===== config.mk =====
export PLATFORM = sky130hd
export DESIGN_NAME = mem_bus_arbiter
export DESIGN_NICKNAME = d
export VERILOG_FILES = /design/src/rtl/mem_bus_arbiter.sv
export SDC_FILE = /design/constraint.sdc
export NUM_CORES = 1
export LEC_CHECK = 0
export CAP_MARGIN = 20
export CORE_AREA = 2 2 173 175
export CTS_BUF_LIST = sky130_fd_sc_hd__clkbuf_16
export DETAILED_ROUTE_END_ITERATION = 8
export DIE_AREA = 0 0 175 177
export HOLD_SLACK_MARGIN = 0.12
export REMOVE_ABC_BUFFERS = 1
export SLEW_MARGIN = 10
export SYNTH_ARGS = -nofsm -noshare
export SYNTH_HDL_FRONTEND = slang
export SYNTH_SLANG_ARGS = --single-unit

===== constraint.sdc =====
create_clock -name clk -period 2.9 [get_ports clk]
set_input_delay 0.58 -clock clk [delete_from_list [all_inputs] [get_ports clk]]
set_output_delay 0.58 -clock clk [all_outputs]
set_load 0.01 [all_outputs]

===== src/rtl/mem_bus_arbiter.sv =====
// Four-master round-robin arbiter in front of a single-outstanding memory controller.
// One transaction at a time: IDLE picks a master, ISSUE pulses the request, WAIT collects completion or times out.
module mem_bus_arbiter #(
   parameter int TIMEOUT = 1023
) (
   input  logic         clk,
   input  logic         rst_n,
   input  logic [3:0]   m_req,
   input  logic [3:0]   m_we,
   input  logic [3:0]   m_w,
   input  logic [3:0]   m_hw,
   input  logic [127:0] m_adr,
   input  logic [127:0] m_wdata,
   output logic [3:0]   m_done,
   output logic         m_err,
   output logic [31:0]  m_rdata,
   output logic [3:0]   grant,
   output logic         read_req,
   output logic         write_req,
   output logic         read_w,
   output logic         read_hw,
   output logic         write_w,
   output logic         write_hw,
   output logic [31:0]  read_adr,
   output logic [31:0]  write_adr,
   output logic [31:0]  write_data,
   input  logic         read_valid,
   input  logic [31:0]  read_data,
   input  logic         write_finish
);

   typedef enum logic [1:0] {
      IDLE  = 2'd0,
      ISSUE = 2'd1,
      WAIT  = 2'd2
   } state_t;

   localparam logic [15:0] TIMEOUT_CNT = 16'(TIMEOUT);
   localparam logic        TIMEOUT_EN  = (TIMEOUT != 0);
   localparam logic [31:0] ERR_DATA    = 32'hdeadbeef;

   state_t      state, state_nx;
   logic [1:0]  rr_ptr, rr_ptr_nx;
   logic [15:0] wait_cnt, wait_cnt_nx;
   logic [3:0]  grant_nx;
   logic [3:0]  done_nx;
   logic        err_nx;
   logic [31:0] rdata_nx;

   // Attributes of the transaction in flight, captured at grant time.
   logic        we_q, we_nx;
   logic        w_q, w_nx;
   logic        hw_q, hw_nx;
   logic [31:0] adr_q, adr_nx;
   logic [31:0] wdata_q, wdata_nx;

   logic        pick_valid;
   logic [1:0]  pick_idx;
   logic        completed;
   logic        timed_out;

   // Round-robin search: lowest offset from rr_ptr wins, so scan offsets high to low.
   always_comb begin
      pick_valid = 1'b0;
      pick_idx   = 2'd0;
      for (int k = 3; k >= 0; k--) begin
         if (m_req[rr_ptr + 2'(k)]) begin
            pick_valid = 1'b1;
            pick_idx   = rr_ptr + 2'(k);
         end
      end
   end

   assign completed = we_q ? write_finish : read_valid;
   assign timed_out = TIMEOUT_EN && ((wait_cnt + 16'd1) == TIMEOUT_CNT);

   // NOTE: every variable of this block gets its hold/default value first, so no path leaves one unassigned and no latch is inferred.
   always_comb begin
      state_nx    = state;
      rr_ptr_nx   = rr_ptr;
      wait_cnt_nx = wait_cnt;
      grant_nx    = grant;
      done_nx     = 4'b0000;
      err_nx      = 1'b0;
      rdata_nx    = m_rdata;
      we_nx       = we_q;
      w_nx        = w_q;
      hw_nx       = hw_q;
      adr_nx      = adr_q;
      wdata_nx    = wdata_q;

      unique case (state)
         IDLE: begin
            // The cycle carrying m_done is spent in IDLE without arbitrating,
            // because the finishing master may still hold its request.
            if (pick_valid && (m_done == 4'b0000)) begin
               grant_nx  = 4'b0001 << pick_idx;
               rr_ptr_nx = pick_idx + 2'd1;
               we_nx     = m_we[pick_idx];
               w_nx      = m_w[pick_idx];
               hw_nx     = m_hw[pick_idx];
               adr_nx    = m_adr[{pick_idx, 5'b00000} +: 32];
               wdata_nx  = m_wdata[{pick_idx, 5'b00000} +: 32];
               state_nx  = ISSUE;
            end
         end

         ISSUE: begin
            wait_cnt_nx = 16'd0;
            state_nx    = WAIT;
         end

         WAIT: begin
            if (completed) begin
               done_nx  = grant;
               grant_nx = 4'b0000;
               state_nx = IDLE;
               if (!we_q) begin
                  rdata_nx = read_data;
               end
            end else if (timed_out) begin
               done_nx  = grant;
               err_nx   = 1'b1;
               rdata_nx = ERR_DATA;
               grant_nx = 4'b0000;
               state_nx = IDLE;
            end else begin
               wait_cnt_nx = wait_cnt + 16'd1;
            end
         end

         default: begin
            grant_nx = 4'b0000;
            state_nx = IDLE;
         end
      endcase
   end

   // NOTE: sequential state uses non-blocking assignments so every register samples pre-edge values, independent of statement order.
   always_ff @(posedge clk or negedge rst_n) begin
      if (!rst_n) begin
         state    <= IDLE;
         rr_ptr   <= 2'd0;
         wait_cnt <= 16'd0;
         grant    <= 4'b0000;
         m_done   <= 4'b0000;
         m_err    <= 1'b0;
         m_rdata  <= 32'd0;
         we_q     <= 1'b0;
         w_q      <= 1'b0;
         hw_q     <= 1'b0;
         adr_q    <= 32'd0;
         wdata_q  <= 32'd0;
      end else begin
         state    <= state_nx;
         rr_ptr   <= rr_ptr_nx;
         wait_cnt <= wait_cnt_nx;
         grant    <= grant_nx;
         m_done   <= done_nx;
         m_err    <= err_nx;
         m_rdata  <= rdata_nx;
         we_q     <= we_nx;
         w_q      <= w_nx;
         hw_q     <= hw_nx;
         adr_q    <= adr_nx;
         wdata_q  <= wdata_nx;
      end
   end

   // Request strobes are decoded from the ISSUE state so they last exactly one cycle.
   assign read_req   = (state == ISSUE) && !we_q;
   assign write_req  = (state == ISSUE) && we_q;
   assign read_w     = w_q;
   assign read_hw    = hw_q;
   assign write_w    = w_q;
   assign write_hw   = hw_q;
   assign read_adr   = adr_q;
   assign write_adr  = adr_q;
   assign write_data = wdata_q;

endmodule


# Word-level counts from Yosys, hierarchy flattened
# Index checks and enable logic that the tools add are counted.
[totals]
ff_bits = 128
in_bits = 308
wordCells = 90
[op_classes]
n_addsub = 5
order_cmp = 5
eq_ne = 8
shifts = 3
muxes = 43
bitwise_logic = 1
n_reduce_logical = 13
[op_table]
columns = ["cell", "count"]
rows = [
  ["variable part select 128 x 8 -> 32 bit", 2],
  ["2-to-1 mux 32 bit", 3],
  ["2-to-1 mux 16 bit", 2],
  ["case mux 16 bit (2 select lines)", 1],
  ["2-to-1 mux 4 bit", 6],
  ["adder 16 x 1 -> 16 bit (second input constant)", 1],
  ["== test 16 x 10 -> 1 bit (second input constant)", 1],
  ["< comparator 2 x 3 -> 1 bit (second input constant)", 5],
  ["2-to-1 mux 1 bit", 15],
  ["binary-select mux 1 bit (select 2 bit)", 7],
  ["2-to-1 mux 2 bit", 7],
  ["case mux 4 bit (3 select lines)", 1],
  ["AND reduction 3 bit", 3],
  ["!= test 2 bit (second input constant)", 4],
  ["case mux 2 bit (3 select lines)", 1],
  ["adder 2 x 1 -> 2 bit (second input constant)", 2],
  ["adder 2 bit (second input constant)", 2],
  ["zero test 4 bit", 1],
  ["AND reduction 2 bit", 2],
  ["nonzero test 2 bit", 2],
  ["<< shifter 1 x 2 -> 4 bit (first input constant)", 1],
  ["logical AND 1 bit", 3],
  ["!= test 3 bit (second input constant)", 1],
  ["== test 2 x 1 -> 1 bit (second input constant)", 1],
  ["4 further kinds", 4],
]

# Depth between registers and ports, before layout
# Gate-level depths: netlist (run 1).
[depth]
word_depth = 10
ltp_mapped = 12

# Worst setup path after synthesis (run 1)
# OpenSTA, ideal clock, no wires.
[synth_timing]
path_type = "input to register"
start = "input port m_req[0]"
end = "register grant[3]"
setup_ps = 130
arrival_ps = 2368
setup_slack_ps = 402
cell_stages = 11
n_path_buf = 3
cell_sequence = "nor2b_1 nor2_1 o22ai_1 buf_2 buf_2 buf_1 inv_1 ha_1 nor2b_1 mux2i_1 o2bb2ai_1"
[synth_between]
elab_chain_cells = 9
[synth_lines]
columns = ["element", "line_no", "text"]
rows = [
  ["start, declared", "8", "input logic [3:0] m_req,"],
  ["binary-select mux 1 bit (select 2 bit)", "67", "if (m_req[rr_ptr + 2'(k)]) begin"],
  ["2-to-1 mux 1 bit (implied by the code)", "67", ""],
  ["2-to-1 mux 2 bit / 2-to-1 mux 1 bit (equally long branches) (4 in series)", "67", ""],
  ["<< shifter 1 x 2 -> 4 bit / logical AND 1 bit (equally long branches)", "97, 96", ""],
  ["2-to-1 mux 4 bit / != test 2 bit (equally long branches)", "-", ""],
  ["case mux 4 bit (3 select lines) / AND reduction 3 bit (equally long branches)", "-", ""],
  ["end signal, assigned", "158", "grant <= grant_nx;"],
  ["end, declared", "17", "output logic [3:0] grant,"],
]
# Several ways; a longest one is shown, not always the timed one. The select of a mux whose other input is x is not followed.
# A chain may end at the register's enable or synchronous reset.

# Final worst setup path (run 1)
[layout_timing]
start = "register wait_cnt[1]"
end = "register wait_cnt[2]"
[layout_between]
elab_chain_cells = 4
[layout_lines]
columns = ["element", "line_no", "text"]
rows = [
  ["start, declared", "44", "logic [15:0] wait_cnt, wait_cnt_nx;"],
  ["start signal, assigned", "157", "wait_cnt <= wait_cnt_nx;"],
  ["adder 16 x 1 -> 16 bit (*)", "75, 128", ""],
  ["== test 16 x 10 -> 1 bit / 2-to-1 mux 16 bit (equally long branches)", "75, 121", ""],
  ["!= test 2 bit (no line) / 2-to-1 mux 16 bit (equally long branches)", "-", ""],
  ["AND reduction 3 bit (no line) / case mux 16 bit (2 select lines) (equally long branches)", "-", ""],
]
# Every way passes the cells marked *; elsewhere a longest branch is shown, timed or not. The select of a mux whose other input is x is not followed.

==> results.md, run 1 <==
- Asr flop ratio synth: 1.00
- Post-Syn Instances: 678
- DRC viols: 0
- Post-Synthesis Cell Area: 7200 um2
- Int Power: 0.00741 W
- Most numerous cell in the Yosys netlist: mux2i_1
- Share of cells above drive strength 1: 0.0652
- Die H: 177 um
- H-tree depth: 4
- Crit path max-delay family: simple AND/OR/NAND/NOR gates
- Clk network pwr share: 0.199
- Starting DRT DRC Count: 400
- Fmax: 0.363 GHz
- Fin crit period: 2750 ps
- Final TNS setup: 0 ps
- P_sw: 0.00441 W
- Crit-path slowest cell: or3_1
- IO Pins: 451
- Pwr/cell area: 930 nW/um2
- Clk root buf: clkbuf_16
- Total power: 0.0118 W
- Drt wl/cell: 19.3 um
- Initial antenna violation count: 0
- Synth Area in Compound Gates: 0.160
- Critical path class: reg -> reg
- Die area: 31000 um2
- Multiplexer area fraction after synthesis: 0.198
- Crit. End Element: flop
- Arr. time, crit path: 3050 ps
- Synth Flop Type: dfrtp_1
- RSZ-0062 raised after global routing: no
- Synth unique cells: 51
- Largest net degree at the start of global routing: 70
- Yosys top cell area share: 0.445
- Area Growth Syn to Fin: 76.6%
- Final nets: 1406
- Vias in the first global route: 7236
- Sequential share of power: 0.269
- Non-Filler Instances: 1495
- Adder-cell share of the synthesized area: 0.0104
- Delay of the slowest critical-path stage: 450 ps
- Chip width: 175 um
- Largest family of logic cells by synthesized area: multiplexers
- Core area: 29200 um2
- Post-synthesis xor/xnor area fraction: 0.00608
- Crit-path max FO: 7
- First-pass GRT wire length: 43100 um
- Fin worst setup slack: 145 ps
- Initial Util: 0.246
- WP buf/inv: 1
- Rows: 63
- ANT cells: 0
- Via-to-Cell Ratio: 4.73
- Final WL: 28900 um
- Final antenna-violating net count: 0
- Slew Limit Fails: 0
- Final Util: 0.435
- Pre-CTS setup slack: 164 ps
- P_leak: 5.54 nW
- Clock skew: 12.9 ps
- Count of flip-flops with a built-in enable after synthesis: 0
- Top cell type by total area after synthesis: dfrtp_1
- Detailed Place HPWL: 21900 um
- Status: finished, final reports clean
- Cells along the critical path: ha_1, nand3_1, or3_1, a2111oi_4, and4_1, buf_4, nor4b_1, a221o_1
- CTS tree: built
- Max Cap Viol: 0
- Placed Cells: 1462
- Routability cong.: 0.830
- Synthesized-area fraction occupied by and/or/nand/nor cells: 0.111
- CP Launch Type: flop
- Worst VDD drop: 465 uV
- Top post-synthesis cells by count: mux2i_1, dfrtp_1, nand2_1, o221ai_1, buf_4
- Worst-Margin Slew: 655 ps
- # setup viols final: 0
- Clock sinks: 128
- Relative slew slack: 0.562
- HP Class: reg -> reg
- Switching part of the total power: 0.373
- Syn avg cell area: 10.6 um2
- Hold Violations, Final: 0
- Longest Clk Path Bufs: 2
- CTS buffer count: 17
- Combinational share of power: 0.532
- Clk pin slew, worst setup/hold paths: 60 ps
- Routed vias: 7069
- Area contributors post-synth: dfrtp_1, mux2i_1, o221ai_1
- Synthesis Warnings: 0
- Port Buffers: 450
- Worst-Skew Late Latency: 420 ps
- Fill cell count: 2782
- Part of the Yosys area used for sequential elements: 0.445
- Total GRT Usage: 0.181
- Worst EP required: 3190 ps
- FF+latch count, synth: 128
- Drt first pass iters: 4
- Remaining Overflow, GRT: 0
- Crit share post-route: 0.950
what timing repair did:
action	4_1_cts	5_1_grt
buffers inserted	0	0
gates resized for setup	0	0
hold buffers	1	0
hold endpoints to repair	40	0
sequential cells by signal, summed over array words and instances (netlist names):
signal,cells
read_hw,1
read_adr,32
we_q,1
rr_ptr,2
wait_cnt,16
grant,4
read_w,1
state,2
write_data,32
m_done,4
m_err,1
m_rdata,32
routing by layer:
metal  GRT usage  wire, um
met5           0         0
met4      0.0521       553
met3      0.0496      1920
met2       0.306     14400
met1       0.226     12100
final timing paths:
check                          startpoint             end  slack, ps  depth (start not counted)
setup / recovery              wait_cnt[1]     wait_cnt[2]        150                          8
hold / removal             write_data[25]  write_data[25]        490                          2
setup reg to reg              wait_cnt[1]     wait_cnt[2]        150                          8
hold reg to reg            write_data[25]  write_data[25]        490                          2
max in group asynchronous           rst_n   write_data[5]       1390                          3
min in group asynchronous           rst_n     m_rdata[23]        640                          2
kinds of logic after synthesis:
family,count (synthesis)
buf+inv,92
fa+ha+maj,6
compound gates,136
mux,142
simple gates,169
flops,128
xor+xnor,5
worst reg2reg max path, delay by kind of cell, from the launching register on:
| kind | cells | cell delay, ps |
|---|---|---|
| adders and majority gates | 1 | 270 |
| buffers and inverters | 1 | 190 |
| and+or+nand+nor | 4 | 1100 |
| DFF | 1 | 420 |
| AOI/OAI and AO/OA | 2 | 670 |
final cells by class:
class / instances / area (um2) / area share
repair buffers: 477 / 4840 / 0.380
clock buffers: 17 / 425 / 0.0335
well taps: 390 / 488 / 0.0384
flip-flops and latches: 128 / 3200 / 0.252
clock inverters: 15 / 208 / 0.0163
inverters: 10 / 37.5 / 0.00295
multi-input cells: 458 / 3520 / 0.277
layout by cell type (no fill, tap or decap), types with 3 or more instances in the layout:
master | synthesis | layout
a211o_1 | 6 | 6
a211oi_1 | 3 | 3
a21o_1 | 4 | 4
a21oi_1 | 5 | 5
a22o_1 | 8 | 8
and2_1 | 5 | 5
and3_1 | 5 | 5
buf_12 | 0 | 10
buf_4 | 37 | 16
bufinv_16 | 0 | 4
clkbuf_16 | 0 | 17
clkdlybuf4s50_1 | 0 | 449
clkinv_4 | 0 | 3
clkinvlp_4 | 0 | 4
dfrtp_1 | 128 | 128
ha_1 | 6 | 6
inv_1 | 9 | 9
inv_6 | 0 | 3
mux2i_1 | 141 | 141
nand2_1 | 89 | 87
nand2b_1 | 4 | 3
nand3_1 | 16 | 16
nand4_1 | 7 | 7
nor2_1 | 15 | 15
nor2b_1 | 5 | 5
nor3_1 | 8 | 8
o21ai_0 | 5 | 5
o221ai_1 | 67 | 67
o22a_1 | 24 | 24
o2bb2ai_1 | 4 | 4
or3_1 | 3 | 3
xnor2_1 | 3 | 3
stage by stage:
| step | area (um2) | hold WS [ps] |
|---|---|---|
| after floorplan | 6740 | 284 |
| after global placement | 12100 | 468 |
| after detailed placement | 12100 | 472 |
| after CTS | 12700 | 490 |
| after global routing | 12700 | 507 |
| final | 12700 | 486 |
power groups by stage:
stage	Clock, W	Sequential, W	Combinational (W)
final	0.00236	0.00317	0.00629
after detailed placement	0	0.00318	0.00634
after global placement	0	0.00317	0.00627
after CTS	0.00242	0.00317	0.00636
after global routing	0.00251	0.00327	0.00678
after floorplan	0	0.00352	0.00232
Power figures use the tool's default switching activity.
==> run 2: changes to the inputs <==
CAP_MARGIN = 10   (was 20)
==> results of run 2 <==
Same layout as run 1: the final DEF is identical, and so are final timing and power.
